===== config.mk =====
export PLATFORM = sky130hd
export DESIGN_NAME = hdr_pattern_detector
export DESIGN_NICKNAME = d
export VERILOG_FILES = /design/src/rtl/hdr_pattern_detector_pkg.sv /design/src/rtl/hdr_pattern_detector_line_filter.sv /design/src/rtl/hdr_pattern_detector.sv
export SDC_FILE = /design/constraint.sdc
export NUM_CORES = 1
export LEC_CHECK = 0
export CAP_MARGIN = 10
export CORE_MARGIN = 2
export CORE_UTILIZATION = 55
export CTS_BUF_LIST = sky130_fd_sc_hd__clkbuf_2
export DETAILED_ROUTE_END_ITERATION = 7
export GPL_TIMING_DRIVEN = 0
export PLACE_DENSITY = 0.76
export SLEW_MARGIN = 20
export SYNTH_ARGS = -nofsm -noshare
export SYNTH_HDL_FRONTEND = slang
export SYNTH_HIERARCHICAL = 1
export SYNTH_SLANG_ARGS = --single-unit

===== constraint.sdc =====
create_clock -name i_sys_clk -period 2.1 [get_ports i_sys_clk]
set_input_delay 0.315 -clock i_sys_clk [delete_from_list [all_inputs] [get_ports i_sys_clk]]
set_output_delay 0.315 -clock i_sys_clk [all_outputs]
set_load 0.1 [all_outputs]

===== src/rtl/hdr_pattern_detector_pkg.sv =====
// Shared I3C HDR pattern-detection types and constants.
package hdr_pattern_detector_pkg;

  typedef enum logic [1:0] {
    IDLE      = 2'd0,
    LOW       = 2'd1,
    EXIT_HOLD = 2'd2
  } hdr_state_t;

  localparam logic [2:0] HDR_RESTART_FALLS = 3'd2;
  localparam logic [2:0] HDR_EXIT_FALLS    = 3'd4;

  // Edge flags of the filtered bus, one cycle behind the filtered edge.
  typedef struct packed {
    logic scl_rise;
    logic scl_fall;
    logic sda_fall;
    logic any;
  } bus_edge_t;

endpackage


===== src/rtl/hdr_pattern_detector_line_filter.sv =====
// Synchroniser plus stability filter for one open-drain bus line.
module i3c_line_filter #(
  parameter int SYNC_STAGES = 2,
  parameter int FILT_CYCLES = 2
) (
  input  logic i_sys_clk,
  input  logic i_sys_rst,
  input  logic line_in,
  output logic line_f
);

  localparam int CW = (FILT_CYCLES > 1) ? $clog2(FILT_CYCLES) : 1;

  logic [SYNC_STAGES-1:0] sync_q;
  logic [CW-1:0]          stab_cnt;
  logic                   sync_out;

  assign sync_out = sync_q[SYNC_STAGES-1];

  always_ff @(posedge i_sys_clk or negedge i_sys_rst) begin
    if (!i_sys_rst) begin
      sync_q   <= '1;
      stab_cnt <= '0;
      line_f   <= 1'b1;
    end else begin
      sync_q <= {sync_q[SYNC_STAGES-2:0], line_in};
      // Any sample matching the current filtered value restarts the run.
      if (sync_out == line_f) begin
        stab_cnt <= '0;
      end else if (stab_cnt == CW'(FILT_CYCLES-1)) begin
        line_f   <= sync_out;
        stab_cnt <= '0;
      end else begin
        stab_cnt <= stab_cnt + 1'b1;
      end
    end
  end

endmodule


===== src/rtl/hdr_pattern_detector.sv =====
// HDR Restart / HDR Exit detector: counts SDA falls within one filtered SCL-low phase.
module hdr_pattern_detector
  import hdr_pattern_detector_pkg::*;
#(
  parameter int SYNC_STAGES    = 2,
  parameter int FILT_CYCLES    = 2,
  parameter int TIMEOUT_CYCLES = 1024,
  localparam int TO_W          = $clog2(TIMEOUT_CYCLES+1)
) (
  input  logic       i_sys_clk,
  input  logic       i_sys_rst,
  input  logic       i_enable,
  input  logic       i_scl,
  input  logic       i_sda,
  output logic       o_restart_det,
  output logic       o_exit_det,
  output logic       o_timeout,
  output logic       o_pattern_busy,
  output logic [2:0] o_sda_fall_cnt
);

  localparam int TCW = (TO_W > 0) ? TO_W : 1;

  logic       scl_f, sda_f, scl_f_d, sda_f_d;
  bus_edge_t  ev;
  hdr_state_t state, state_n;
  logic [2:0] fall_cnt, fall_n;
  logic [TCW-1:0] to_cnt, to_n;
  logic       restart_n, exit_n, timeout_n;

  i3c_line_filter #(.SYNC_STAGES(SYNC_STAGES), .FILT_CYCLES(FILT_CYCLES)) u_scl_filt (
    .i_sys_clk (i_sys_clk),
    .i_sys_rst (i_sys_rst),
    .line_in   (i_scl),
    .line_f    (scl_f)
  );

  i3c_line_filter #(.SYNC_STAGES(SYNC_STAGES), .FILT_CYCLES(FILT_CYCLES)) u_sda_filt (
    .i_sys_clk (i_sys_clk),
    .i_sys_rst (i_sys_rst),
    .line_in   (i_sda),
    .line_f    (sda_f)
  );

  always_ff @(posedge i_sys_clk or negedge i_sys_rst) begin
    if (!i_sys_rst) begin
      scl_f_d <= 1'b1;
      sda_f_d <= 1'b1;
    end else begin
      scl_f_d <= scl_f;
      sda_f_d <= sda_f;
    end
  end

  assign ev.scl_rise = scl_f & ~scl_f_d;
  assign ev.scl_fall = ~scl_f & scl_f_d;
  assign ev.sda_fall = ~sda_f & sda_f_d;
  assign ev.any      = (scl_f ^ scl_f_d) | (sda_f ^ sda_f_d);

  always_comb begin
    state_n   = state;
    fall_n    = fall_cnt;
    to_n      = to_cnt;
    restart_n = 1'b0;
    exit_n    = 1'b0;
    timeout_n = 1'b0;
    if (!i_enable) begin
      state_n = IDLE;
      fall_n  = '0;
      to_n    = '0;
    end else begin
      case (state)
        IDLE: begin
          fall_n = '0;
          to_n   = '0;
          if (ev.scl_fall) state_n = LOW;
        end
        LOW: begin
          // SCL edge has priority; the restart check uses SDA from before the edge.
          if (ev.scl_rise) begin
            restart_n = (fall_cnt == HDR_RESTART_FALLS) && sda_f_d;
            state_n   = IDLE;
            fall_n    = '0;
            to_n      = '0;
          end else if (ev.sda_fall) begin
            to_n = '0;
            if (fall_cnt == HDR_EXIT_FALLS - 3'd1) begin
              fall_n  = HDR_EXIT_FALLS;
              exit_n  = 1'b1;
              state_n = EXIT_HOLD;
            end else begin
              fall_n = fall_cnt + 3'd1;
            end
          end else if (ev.any) begin
            to_n = '0;
          end else if (TIMEOUT_CYCLES > 0 && fall_cnt != 3'd0) begin
            if (to_cnt == TCW'(TIMEOUT_CYCLES-1)) begin
              timeout_n = 1'b1;
              state_n   = IDLE;
              fall_n    = '0;
              to_n      = '0;
            end else begin
              to_n = to_cnt + 1'b1;
            end
          end
        end
        EXIT_HOLD: begin
          if (scl_f && sda_f) begin
            state_n = IDLE;
            fall_n  = '0;
          end
        end
        default: begin
          state_n = IDLE;
          fall_n  = '0;
          to_n    = '0;
        end
      endcase
    end
  end

  always_ff @(posedge i_sys_clk or negedge i_sys_rst) begin
    if (!i_sys_rst) begin
      state         <= IDLE;
      fall_cnt      <= '0;
      to_cnt        <= '0;
      o_restart_det <= 1'b0;
      o_exit_det    <= 1'b0;
      o_timeout     <= 1'b0;
    end else begin
      state         <= state_n;
      fall_cnt      <= fall_n;
      to_cnt        <= to_n;
      o_restart_det <= restart_n;
      o_exit_det    <= exit_n;
      o_timeout     <= timeout_n;
    end
  end

  assign o_pattern_busy = ((state == LOW) && (fall_cnt != 3'd0)) || (state == EXIT_HOLD);
  assign o_sda_fall_cnt = fall_cnt;

endmodule

Yosys cells after proc, flatten, opt, wreduce, memory -nomap -nowiden
Cells that the tools add are included.
- bits in registers: 29
- input bits: 5
- output and inout port bits: 7
- add/subtract/negate cells: 4
- equality and inequality tests: 15
- mux-type cells: 45
- bitwise gates (word level): 11
- reduce and logical (&&, ||, !) cells: 11
- operators with widths (cell ; number):
    $mux W11 ; 6
    $mux W3 ; 8
    $pmux W11 S2 ; 1
    $ne A5 B5 Y1 const B ; 4
    $mux W1 ; 19
    $mux W2 ; 9
    $add A11 B1 Y11 const B ; 1
    $eq A11 B10 Y1 const B ; 1
    $eq A3 B2 Y1 const B ; 2
    $ne A3 B3 Y1 const B ; 2
    $ne A6 B6 Y1 const B ; 1
    $pmux W2 S3 ; 1
    $pmux W3 S2 ; 1
    $reduce_and A2 Y1 ; 3
    $reduce_and A6 Y1 ; 1
    $not A1 Y1 ; 5
    $reduce_and A4 Y1 ; 1
    $add A3 B1 Y3 const B ; 1
    $and A1 B1 Y1 ; 3
    $logic_and A1 B1 Y1 ; 3
    $reduce_bool A3 Y1 ; 1
    $add A1 B1 Y1 const B ; 2
    $eq A1 B1 Y1 ; 2
    $eq A2 B1 Y1 const B ; 1
    6 further kinds ; 7

Longest topological paths before layout
Gate-level depths: netlist of run 1.
- word-level depth: 8
- mapped depth: 7
- mapped depth without buffers: 6

Hierarchy
The synthesis of run 1 kept the hierarchy.
- by module, submodules not included (module ; times used ; cells an instance ; area an instance (µm²) ; sequential area each (µm²)):
    hdr_pattern_detector ; 1 ; 124 ; 1217.4 ; 528.0
    i3c_line_filter ; 2 ; 7 ; 131.4 ; 103.8

Worst setup path before layout of run 1
No wires, ideal clock.
- path type: register to output
- start: reg fall_cnt[0], in the netlist o_sda_fall_cnt[0]
- end: out o_pattern_busy
- arrival: 2.589 ns
- slack: -0.804 ns
- cell stages (with the launch flop): 6
- path buffers: 0
- cells stage by stage: dfrtp_1 inv_1 ha_1 nand2b_1 nand3_1 o21ai_1
- word-level cells in the longest chain between the ends: 3
- ends and longest elaborated chain (item ; RTL line ; source):
    start: declaration ; hdr_pattern_detector.sv:27 ; logic [2:0] fall_cnt, fall_n;
    start signal: assignment ; hdr_pattern_detector.sv:132 ; fall_cnt <= fall_n;
    $reduce_bool A3 Y1 ; hdr_pattern_detector.sv:140 ; assign o_pattern_busy = ((state == LOW) && (fall_cnt != 3'd0)) || (state == EXIT_HOLD);
    $logic_and A1 B1 Y1 ; hdr_pattern_detector.sv:140 ;
    $logic_or A1 B1 Y1 ; hdr_pattern_detector.sv:140 ;
    end: declaration ; hdr_pattern_detector.sv:18 ; output logic o_pattern_busy,
Every way passes these cells.

Worst setup path after layout of run 1
- start: reg u_sda_filt.line_f
- end: reg to_cnt[3]
- word-level cells in the longest chain between the ends: 7
- elaborated cells on any way between the ends: 11
- classes of those cells: eq/ne: 1; mux: 5; bitwise: 4; reduce/logical: 1
- ends and longest elaborated chain (item ; RTL line ; source):
    start: declaration ; hdr_pattern_detector_line_filter.sv:9 ; output logic line_f
    start signal: assignment ; hdr_pattern_detector_line_filter.sv:31 ; line_f <= sync_out;
    $xor A1 B1 Y1 ; hdr_pattern_detector.sv:58 ; assign ev.any = (scl_f ^ scl_f_d) | (sda_f ^ sda_f_d);
    $or A1 B1 Y1 ; hdr_pattern_detector.sv:58 ;
    $mux W11 ; hdr_pattern_detector.sv:94 ; end else if (ev.any) begin
    $mux W11 ; hdr_pattern_detector.sv:85 ; end else if (ev.sda_fall) begin
    $mux W11 ; hdr_pattern_detector.sv:80 ; if (ev.scl_rise) begin
    $pmux W11 S2 ; hdr_pattern_detector.sv:72 ; case (state)
    $mux W11 ; hdr_pattern_detector.sv:67 ; if (!i_enable) begin
    end signal: assignment ; hdr_pattern_detector.sv:133 ; to_cnt <= to_n;
    end: declaration ; hdr_pattern_detector.sv:28 ; logic [TCW-1:0] to_cnt, to_n;
Parallel ways exist; a longest one is shown, timed or not.
A chain may end at the register's enable or synchronous reset.

==> reports/metrics.yaml, run 1 <==
p_int_mw: 1.16
hold_violations: 0
crit_family: "flip-flops"
critical_path_class: "flop to flop"
vias: 1154
slowest_stage: "dfstp_2"
fillers: 203
cts_root_buffer: "clkbuf_2"
io_buffers: 11
ys.warnings.count: 6
crit_path_end_kind: "flop"
crit_path_cell_trace: "inv_1, ha_1, nand3b_1, buf_4, o31ai_4, buf_4, a31oi_1, mux2i_1"
grt_util_all_layers_pct: 20.9
n_antenna_cell: 0
grt_max_degree: 30
relSlewSlack_pct: 36.6
synth_top_family_by_area: "simple AND/OR/NAND/NOR gates"
rr_startpoint: "u_sda_filt/line_f$_DFFE_PN1P_"
layout_commonest_cell: "dfrtp_1"
finClkSkew_ns: 0.00855
hold_end: "u_sda_filt/sync_q[0]$_DFF_PN1_"
clock_latency_ns: 0.36
p_sw_mw: 0.673
rrSetupSlack_ns: 0.09
combPwrFrac_pct: 38.7
maxCapViolations: 0
final_cell_mix: "18 x dfrtp_1, 12 x nand2_1, 10 x inv_1, 10 x buf_4"
firstDrtPassIters: 4
period_share_pct: 95.9
worst-r2r-cell-count: 8
route.detailed.drc: 0
status: "finished, final reports clean"
routed_wl_um: 2920
pin_count: 12
synth_top_area_cell: "dfrtp_1"
grt_pass1_wl_um: 5060
clk_path_buf_depth: 2
netlist.area_leader.share_pct: 35.5
arrival_ns: 2.31
dpl_worst_slack_ns: -0.415
num-nets-final: 180
antenna_found_initial: 0
netSwitchingFraction_pct: 36.6
ys_types: 43
grt_pass1_vias: 1064
max-vdd-ir-drop_mv: 0.845
ys_seq_area_share_pct: 49.7
die_y_um: 55.9
synth_nets: 151
antenna_left: 0
die_w_um: 55.9
report.final.slew_viol_count: 0
synth-xor-area-share_pct: 1.18
muxShareOfSynthArea_pct: 2.70
clock_power_share_pct: 21.6
seqPwrFrac_pct: 39.7
rr_endpoint: "to_cnt[3]$_DFFE_PN0P_"
core_sq_mm: 0.00252
tritoncts: "done"
drt-initial-drc-count: 40
cts_buffers: 5
via_per_inst: 5.83
ys_ff_latch: 29
cp.required_ns: 2.40
synth_area_leaders: "dfrtp_1 36%, dfstp_2 14%, ha_1 6.8%"
gp_congestion: 0.797
clk_pin_slew_ns: 0.15
critPathBufInv: 3
layout_setup_ws_ns: 0.0862
avgSynthCellArea_sq_um: 10.7
min_path_cells: 1
final.min_clock_period_ns: 2.01
start_util_pct: 58.7
cp_max_fo: 5
h-tree-depth: 2
drive_above_1_share_pct: 26.2
num_rows: 18
critPathMaxStageDelay_ns: 0.57
die_area_sq_mm: 0.00312
setup_viol: 0
max_freq_ghz: 0.497
leakage_nw: 0.802
overflow: 0
syn_inst: 138
power_density_mw_per_mm2: 1030
worst_setup_path_start_kind: "flop"
cp_common_cell: "buf_4"
synthAdderAreaFrac_pct: 6.76
cts_sinks: 29
synth-simple-area-share_pct: 22.4
place_hpwl_um: 1970
synth_compound_area_share_pct: 13.3
wl_per_cell_um: 14.7
area_delta_synth_final_pct: 20.5
hold_class: "primary input to flop"
worst_slew_pin_slew_ns: 0.955
syn_area_sq_mm: 0.00148
cp_num_cells: 8
hold_start: "i_sda"
finalHoldWorstSlack_ns: 0.350
## per-layer routing
metal	up-vias	track usage (%)	routed length [um]
met5	-	0	0
met4	0	6.46	33
met3	5	7.21	161
met2	31	29.8	1300
met1	554	30.0	1420
li1	564	-	-
## Yosys cell counts
library cell,instances
dfrtp_1,21
nand2_1,12
inv_1,10
dfstp_2,8
ha_1,8
o21ai_1,7
nand3_1,6
nor2_1,5
a21oi_1,4
a31oi_1,4
and3_1,4
nand3b_1,4
nand4_1,3
nor4_1,3
buf_2,2
mux2_4,2
nor2b_1,2
nor3_1,2
nor3b_1,2
o211ai_1,2
o31a_1,2
or2_1,2
or4_1,2
xnor2_1,2
a22oi_1,1
a32o_1,1
a32oi_1,1
and4bb_1,1
buf_6,1
mux2i_1,1
nand2b_1,1
nand3_2,1
nand4_2,1
nand4bb_1,1
nor3_2,1
o21ai_0,1
o21ai_2,1
o221ai_1,1
o22ai_1,1
o31ai_1,1
o31ai_4,1
or3_1,1
or4_4,1
## registers in the layout, indices dropped and copies added, names as in the netlist, 2 cells and up
register           flops
to_cnt                11
o_sda_fall_cnt         3
u_sda_filt/sync_q      2
state                  2
u_scl_filt/sync_q      2
## worst max path at each step
stage                                  start               endpoint  slack [ns]
4_1_cts        u_sda_filt/line_f$_DFFE_PN1P_  to_cnt[4]$_DFFE_PN0P_       0.002
3_5_place_dp   o_sda_fall_cnt[0]$_DFFE_PN0P_         o_pattern_busy       -0.41
5_1_grt        u_sda_filt/line_f$_DFFE_PN1P_  to_cnt[5]$_DFFE_PN0P_      -0.003
3_3_place_gp   o_sda_fall_cnt[0]$_DFFE_PN0P_         o_pattern_busy       -0.39
2_1_floorplan  o_sda_fall_cnt[0]$_DFFE_PN0P_    o_timeout$_DFF_PN0_       0.007
6_report       u_sda_filt/line_f$_DFFE_PN1P_  to_cnt[3]$_DFFE_PN0P_        0.09
## metrics by stage
| step | TNS, ns | instances | cell area [sq um] | total power, mW | utilization (%) |
|---|---|---|---|---|---|
| final | 0 | 198 | 1780 | 1.84 | 70.7 |
| after global routing | -0.00284 | 198 | 1780 | 1.95 | 70.7 |
| after CTS | 0 | 188 | 1700 | 1.72 | 67.3 |
| after detailed placement | -0.415 | 179 | 1630 | 1.32 | 64.6 |
| after global placement | -0.394 | 179 | 1640 | 1.29 | 64.8 |
| after floorplan | 0 | 138 | 1490 | 1.18 | - |
## timing repair
| action | CTS | global route |
|---|---|---|
| endpoints found under the setup margin | 7 | 11 |
| hold buffers | 1 | 0 |
| pin swaps | 0 | 2 |
| gates resized for setup | 13 | 3 |
| endpoints found under the hold margin | 21 | 0 |
| setup buffers | 0 | 10 |
## area by class of cell
| cell class | instances | area [sq um] | area share, % |
|---|---|---|---|
| buffer | 3 | 21.3 | 1.19 |
| clock buffer | 6 | 30.0 | 1.68 |
| clock inverter | 2 | 33.8 | 1.89 |
| inverter | 10 | 37.5 | 2.10 |
| multi-input combinational | 96 | 701 | 39.3 |
| sequential | 29 | 739 | 41.4 |
| tap | 30 | 37.5 | 2.10 |
| timing repair buffer | 22 | 184 | 10.3 |
## cells by family (layout without fill, tap and decap cells)
| group | count (synthesis) | count (layout) |
|---|---|---|
| and+or+nand+nor | 55 | 55 |
| AOI/OAI and AO/OA | 28 | 28 |
| buffers and inverters | 13 | 43 |
| adders and majority gates | 8 | 8 |
| DFF | 29 | 29 |
| xor gates and xnor gates | 2 | 2 |
| muxes | 3 | 3 |
## worst reg2reg max path, stage by stage, from the launching register on
cell	delay (ns)
dfstp_2	0.57
inv_1	0.04
ha_1	0.24
nand3b_1	0.28
buf_4	0.21
o31ai_4	0.23
buf_4	0.18
a31oi_1	0.05
mux2i_1	0.15
## power groups by stage
| stage | Clock (mW) | Sequential [mW] | Combinational, mW |
|---|---|---|---|
| after floorplan | 0 | 0.816 | 0.368 |
| after global placement | 0 | 0.750 | 0.545 |
| after detailed placement | 0 | 0.758 | 0.564 |
| after CTS | 0.407 | 0.746 | 0.566 |
| after global routing | 0.433 | 0.740 | 0.775 |
| final | 0.397 | 0.730 | 0.711 |
No activity file was read; power rests on OpenSTA's default activity.
==> run 2, diff against run 1 <==
CTS_CLUSTER_DIAMETER = 50   (was default)
==> results of run 2 <==
Final layout, timing and power as in run 1 (identical DEF).
